===== config.mk =====
export PLATFORM = sky130hd
export DESIGN_NAME = dvp_tx
export DESIGN_NICKNAME = d
export VERILOG_FILES = /design/src/rtl/dvp_tx.sv
export SDC_FILE = /design/constraint.sdc
export NUM_CORES = 1
export LEC_CHECK = 0
export CAP_MARGIN = 10
export CORE_MARGIN = 1.5
export CORE_UTILIZATION = 49
export DETAILED_ROUTE_END_ITERATION = 16
export PLACE_DENSITY = 0.76
export SYNTH_ARGS = -nofsm -noshare
export SYNTH_HDL_FRONTEND = slang
export SYNTH_SLANG_ARGS = --single-unit

===== constraint.sdc =====
create_clock -name Clk -period 2.32 [get_ports Clk]
set_clock_uncertainty 0.15 [all_clocks]
set_input_delay 0.58 -clock Clk [delete_from_list [all_inputs] [get_ports Clk]]
set_output_delay 0.58 -clock Clk [all_outputs]
set_load 0.03 [all_outputs]

===== src/rtl/dvp_tx.sv =====
// dvp_tx: OV5640-style DVP transmitter sending RGB565 as two bytes per pixel with Vsync/Href framing.
// Defining DVP_TX_PATTERN_EN adds a pattern_en port and an internal 8-bar colour generator.
module dvp_tx #(
  parameter int IMAGE_WIDTH  = 1280,
  parameter int IMAGE_HEIGHT = 720,
  parameter int VSYNC_LINES  = 4,
  parameter int V_BACK       = 16,
  parameter int V_FRONT      = 4,
  parameter int H_BLANK      = 256
) (
  input  logic        Clk,
  input  logic        Rst,
  input  logic        Enable,
`ifdef DVP_TX_PATTERN_EN
  input  logic        pattern_en,
`endif
  input  logic [15:0] pixel_data,
  input  logic        pixel_valid,
  output logic        pixel_ready,
  output logic        Vsync,
  output logic        Href,
  output logic [7:0]  Data,
  output logic        frame_done,
  output logic        underrun
);

  localparam int LINE_LEN  = 2 * IMAGE_WIDTH + H_BLANK;
  localparam int ACT_BYTES = 2 * IMAGE_WIDTH;
  localparam int HW        = $clog2(LINE_LEN);

  function automatic int max2(input int a, input int b);
    return (a > b) ? a : b;
  endfunction

  localparam int V_MAX = max2(max2(VSYNC_LINES, V_BACK), max2(IMAGE_HEIGHT, V_FRONT));
  localparam int VW    = (V_MAX > 1) ? $clog2(V_MAX) : 1;

  typedef enum logic [2:0] {
    S_IDLE,
    S_VSYNC,
    S_VBACK,
    S_ACTIVE,
    S_VFRONT
  } state_t;

  state_t          state_reg, state_next;
  logic [HW-1:0]   h_cnt_reg, h_cnt_next;
  logic [VW-1:0]   v_cnt_reg, v_cnt_next;
  logic [VW-1:0]   v_last;
  logic            line_end;
  logic            period_end;
  logic            vsync_entry;
  logic            pixel_slot;
  logic            pat_mode;
  logic [15:0]     bar_pixel;
  logic [15:0]     pix_reg;
  logic            vsync_next;
  logic            href_next;
  logic [7:0]      data_next;
  logic            frame_done_next;

  // Last line index of the current vertical region.
  always_comb begin
    v_last = '0;
    case (state_reg)
      S_VSYNC:  v_last = VW'(VSYNC_LINES - 1);
      S_VBACK:  v_last = VW'(V_BACK - 1);
      S_ACTIVE: v_last = VW'(IMAGE_HEIGHT - 1);
      S_VFRONT: v_last = VW'(V_FRONT - 1);
      default:  v_last = '0;
    endcase
  end

  assign line_end   = (h_cnt_reg == HW'(LINE_LEN - 1));
  assign period_end = line_end && (v_cnt_reg == v_last);

  // Next-state and counter logic.
  always_comb begin
    state_next = state_reg;
    h_cnt_next = h_cnt_reg;
    v_cnt_next = v_cnt_reg;
    if (state_reg == S_IDLE) begin
      h_cnt_next = '0;
      v_cnt_next = '0;
      if (Enable) begin
        state_next = S_VSYNC;
      end
    end else if (line_end) begin
      h_cnt_next = '0;
      if (period_end) begin
        v_cnt_next = '0;
        case (state_reg)
          S_VSYNC:  state_next = S_VBACK;
          S_VBACK:  state_next = S_ACTIVE;
          S_ACTIVE: state_next = S_VFRONT;
          S_VFRONT: state_next = Enable ? S_VSYNC : S_IDLE;
          default:  state_next = S_IDLE;
        endcase
      end else begin
        v_cnt_next = v_cnt_reg + VW'(1);
      end
    end else begin
      h_cnt_next = h_cnt_reg + HW'(1);
    end
  end

  assign vsync_entry = (state_next == S_VSYNC) && (state_reg != S_VSYNC);

  // A pixel is fetched in the cycle whose successor is a high-byte slot.
  assign pixel_slot = (state_next == S_ACTIVE) && !h_cnt_next[0] &&
                      (h_cnt_next < HW'(ACT_BYTES));

`ifdef DVP_TX_PATTERN_EN
  localparam int BAR_W = IMAGE_WIDTH / 8;
  localparam int BW    = (BAR_W > 1) ? $clog2(BAR_W) : 1;
  localparam logic [127:0] BAR_COLOURS = {
    16'h0000, 16'h001F, 16'hF800, 16'hF81F,
    16'h07E0, 16'h07FF, 16'hFFE0, 16'hFFFF
  };

  logic [15:0]   bar_rom [8];
  logic          pat_mode_reg;
  logic [2:0]    bar_idx_reg;
  logic [BW-1:0] bar_cnt_reg;

  genvar gi;
  generate
    for (gi = 0; gi < 8; gi++) begin : g_bar
      assign bar_rom[gi] = BAR_COLOURS[gi*16 +: 16];
    end
  endgenerate

  // Bar position advances per fetched pixel and rewinds outside the active bytes.
  always_ff @(posedge Clk) begin
    if (Rst) begin
      pat_mode_reg <= 1'b0;
      bar_idx_reg  <= '0;
      bar_cnt_reg  <= '0;
    end else begin
      if (vsync_entry) begin
        pat_mode_reg <= pattern_en;
      end
      if (pixel_slot) begin
        if (bar_cnt_reg == BW'(BAR_W - 1)) begin
          bar_cnt_reg <= '0;
          bar_idx_reg <= bar_idx_reg + 3'd1;
        end else begin
          bar_cnt_reg <= bar_cnt_reg + BW'(1);
        end
      end else if (state_reg != S_ACTIVE || h_cnt_reg >= HW'(ACT_BYTES)) begin
        bar_cnt_reg <= '0;
        bar_idx_reg <= '0;
      end
    end
  end

  assign pat_mode  = pat_mode_reg;
  assign bar_pixel = bar_rom[bar_idx_reg];
`else
  assign pat_mode  = 1'b0;
  assign bar_pixel = '0;
`endif

  // Output decode from the current timing position.
  always_comb begin
    pixel_ready     = pixel_slot && !pat_mode;
    vsync_next      = (state_reg == S_VSYNC);
    href_next       = (state_reg == S_ACTIVE) && (h_cnt_reg < HW'(ACT_BYTES));
    frame_done_next = (state_reg == S_VFRONT) && period_end;
    data_next       = 8'h00;
    if (href_next) begin
      data_next = h_cnt_reg[0] ? pix_reg[7:0] : pix_reg[15:8];
    end
  end

  always_ff @(posedge Clk) begin
    if (Rst) begin
      state_reg  <= S_IDLE;
      h_cnt_reg  <= '0;
      v_cnt_reg  <= '0;
      pix_reg    <= '0;
      Vsync      <= 1'b0;
      Href       <= 1'b0;
      Data       <= 8'h00;
      frame_done <= 1'b0;
      underrun   <= 1'b0;
    end else begin
      state_reg  <= state_next;
      h_cnt_reg  <= h_cnt_next;
      v_cnt_reg  <= v_cnt_next;
      Vsync      <= vsync_next;
      Href       <= href_next;
      Data       <= data_next;
      frame_done <= frame_done_next;
      if (vsync_entry) begin
        underrun <= 1'b0;
      end
      // A missing pixel is sent as black; timing never stalls.
      if (pixel_slot) begin
        if (pat_mode) begin
          pix_reg <= bar_pixel;
        end else if (pixel_valid) begin
          pix_reg <= pixel_data;
        end else begin
          pix_reg  <= 16'h0000;
          underrun <= 1'b1;
        end
      end
    end
  end

endmodule


==> impl_metrics.tcl, run 1 <==
set metrics [dict create \
    layout-drive-gt1-share_pct 29.7 \
    vdd_ir_drop_max_mv 0.354 \
    worst-path-max-fanout 3 \
    gp_congestion 0.788 \
    r2r_slack_ns -0.05 \
    cpMaxStageDelayCell "or3_4" \
    crit_path_max_incr_delay_ns 0.41 \
    largest_reg_flops 16 \
    use_met2_pct 36.4 \
    grt_use_met3_pct 4.80 \
    antenna_left 0 \
    final_max_slew_viol_count 0 \
    n_fill_cell 380 \
    grt_pass1_wl_um 9580 \
    p_per_area_nw_per_um2 502 \
    synthTopCellsByArea "dfxtp_1 43%, nand4_1 4.8%, nor2_1 4.6%" \
    rsz0062_at_grt "true" \
    netlist_area_sq_um 2460 \
    max-slew-margin-rel_pct 70.2 \
    synth_largest_area_cell "dfxtp_1" \
    ys_async_sr_fraction_pct 0 \
    crit_required_ns 1.59 \
    grtUsageTotal_pct 22.6 \
    overflow 0 \
    synthFlopType "dfxtp_1" \
    dp_cells 386 \
    core_region_area_sq_um 4790 \
    route.vias.total 2220 \
    final_common_cell "dfxtp_1" \
    syn_to_final_growth_pct 34.4 \
    post-route-util_pct 69.0 \
    die_h_um 73.8 \
    synth_seq_cells 53 \
    hold_viol 0 \
    postCtsHoldBufs 0 \
    worst-r2r-cell-count 8 \
    synth_cells 261 \
    n_antenna_cell 0 \
    synth_edf_count 0 \
    hp-class "register to register" \
    cts_tree "done" \
    worstPathCellList "or3_4 > and4_4 > o2111a_2 > a21boi_4 > o21ai_4 > nor2_4 > buf_6" \
    cp_data_arrival_time_ns 2.07 \
    ctsHtreeMaxLevel 2 \
    syn-num-nets 283 \
    via_per_inst 5.59 \
    root_buffer "clkbuf_8" \
    routed_wire_length_per_instance_um 15.2 \
    fin_ws_ns -0.479 \
    rows 25 \
    design_area_sq_um 3300 \
    period_share_pct 121 \
    design.die.area_sq_um 5450 \
    drtPass1Iterations 4 \
    seqCellArea_sq_um 1070 \
    fp.dieW_um 73.8 \
    grt_antenna_before_repair 0 \
    power_leakage_uw 0.00122 \
    dpl_cell_area_sq_um 3030 \
    multi_input_area_sq_um 1370 \
    clock_sinks 53 \
    layout_common_cells "43 x dfxtp_1, 42 x buf_4, 31 x clkdlybuf4s50_1" \
    met1_usage_pct 29.5 \
    synth_area_per_cell_sq_um 9.41 \
    grt_pass1_vias 2112 \
    outcome "finished with violations" \
    drv_cap 0 \
    top_usage_layer "met2" \
    grt_max_degree 18 \
    cts_buffers 5 \
    min_to "pix_reg[12]" \
    critPathLaunchType "register" \
    final_cells 397 \
    setup_viol_count_final 2 \
    ios 33 \
    r2r_end "pix_reg[7]" \
    drt_iter0_drc 105 \
    initial_utilization_pct 51.3 \
    critPathKind "register to output port" \
    port_buffers 32 \
    rr_startpoint "state_reg[0]" \
    finalWirelength_um 6030 \
    clkTransAtPathRegs_ns 0.09 \
    ys_seq_area_share_pct 43.2 \
    yosysUniqueCellTypes 53 \
    fin_crit_ns 2.80 \
    violations "negative setup slack" \
    cts.path.max_buffers 2 \
    drcViolationCount 0 \
    fmax_mhz 357 \
    yosys_warnings 0 \
    synth_top_area_share_pct 43.2 \
    holdPathStages 2 \
    final_nets 352 \
    post-dp-hpwl_um 3900 \
    insertion_delay_ns 0.30 \
    hold_start "pix_reg[12]" \
    worst_slew_pin_slew_ns 0.445 \
    end_kind "output port" \
]
through the flow:
step | setup TNS [ns] | power, uW | hold slack [ns] | setup slack [ns]
floorplan | -0.101 | 1010 | 0.299 | -0.101
global placement | -0.151 | 1060 | 0.306 | -0.151
detailed placement | -0.244 | 1060 | 0.316 | -0.220
CTS | -0.497 | 1660 | 0.333 | -0.493
global route | -1.10 | 1700 | 0.352 | -0.544
finish | -0.527 | 1660 | 0.332 | -0.479
timing repair:
| item | CTS | global route |
|---|---|---|
| pin swaps | 7 | 7 |
| buffers inserted | 5 | 3 |
| resized for setup | 14 | 24 |
| setup endpoints to repair | 7 | 20 |
| gates cloned | 1 | 0 |
worst max-delay path: cells and delay by family (launching register included):
family | cells | cell delay (ns)
buffers and inverters | 1 | 0.14
AND/OR/NAND/NOR | 3 | 0.71
flip-flops | 1 | 0.35
AO/OA/AOI/OAI | 3 | 0.56
cell families (layout without fill, tap and decap cells):
| group | after synthesis | in the layout | synth area share, % |
|---|---|---|---|
| compound gates | 58 | 59 | 14.8 |
| flops | 53 | 53 | 43.2 |
| simple gates | 105 | 105 | 25.1 |
| mux | 10 | 10 | 4.08 |
| buf+inv | 19 | 87 | 6.88 |
| xor+xnor | 14 | 14 | 4.99 |
| fa+ha+maj | 2 | 2 | 1.02 |
where the power goes:
| group | switching [uW] | internal, uW | total, uW |
|---|---|---|---|
| logic | 69.5 | 67.4 | 137 |
| registers | 3.10 | 913 | 916 |
| clock network | 289 | 314 | 603 |
worst max-delay path by stage:
| stage | cells past startpoint | start | slack (ns) | end |
|---|---|---|---|---|
| after floorplan | 7 | state_reg[2] | -0.10 | pixel_ready |
| after global placement | 7 | v_cnt_reg[9] | -0.15 | pixel_ready |
| after detailed placement | 7 | v_cnt_reg[9] | -0.22 | pixel_ready |
| after CTS | 7 | state_reg[0] | -0.49 | pixel_ready |
| after global routing | 7 | h_cnt_reg[8] | -0.54 | pixel_ready |
| final | 7 | state_reg[0] | -0.48 | pixel_ready |
metal layers:
layer  part of all wire (%)  routed length, um
met2                     50               3030
met4                    1.7                102
met5                      0                  0
met1                     44               2680
met3                    3.6                216
area by class of cell:
class / instances / share of cell area (%)
clock buffers: 5 / 2.08
clock inverters: 2 / 1.06
flip-flops and latches: 53 / 32.5
well taps: 67 / 2.54
inverters: 4 / 0.455
multi-input cells: 190 / 41.4
repair buffers: 76 / 20.0
synth_stat cells (2+ instances only):
library cell  instances
nand3_1              11
buf_4                 3
o21ai_0              12
buf_6                 5
nor4_1                2
nor3_1                4
or3_1                 3
ha_1                  2
and4_4                2
inv_1                 4
and4_1                3
and3_1                4
clkbuf_8              3
xor2_1                8
a21oi_1              22
nand4_1              19
nor2_1               30
nand2_1              10
mux2i_1              10
nand3b_1              2
xnor2_1               6
dfxtp_1              53
o21ai_1              11
and2_1                2
o211a_1               2
No activity file was read; power rests on OpenSTA's default activity.
==> run 2: changes to the inputs <==
--- a/config.mk
+++ b/config.mk
@@ -5,7 +5,7 @@
 export SDC_FILE = /design/constraint.sdc
 export NUM_CORES = 1
 export LEC_CHECK = 0
-export CAP_MARGIN = 10
+export CAP_MARGIN = 20
 export CORE_MARGIN = 1.5
 export CORE_UTILIZATION = 49
 export DETAILED_ROUTE_END_ITERATION = 16
==> results of run 2 <==
No change in the layout: final DEF, timing and power equal those of run 1.
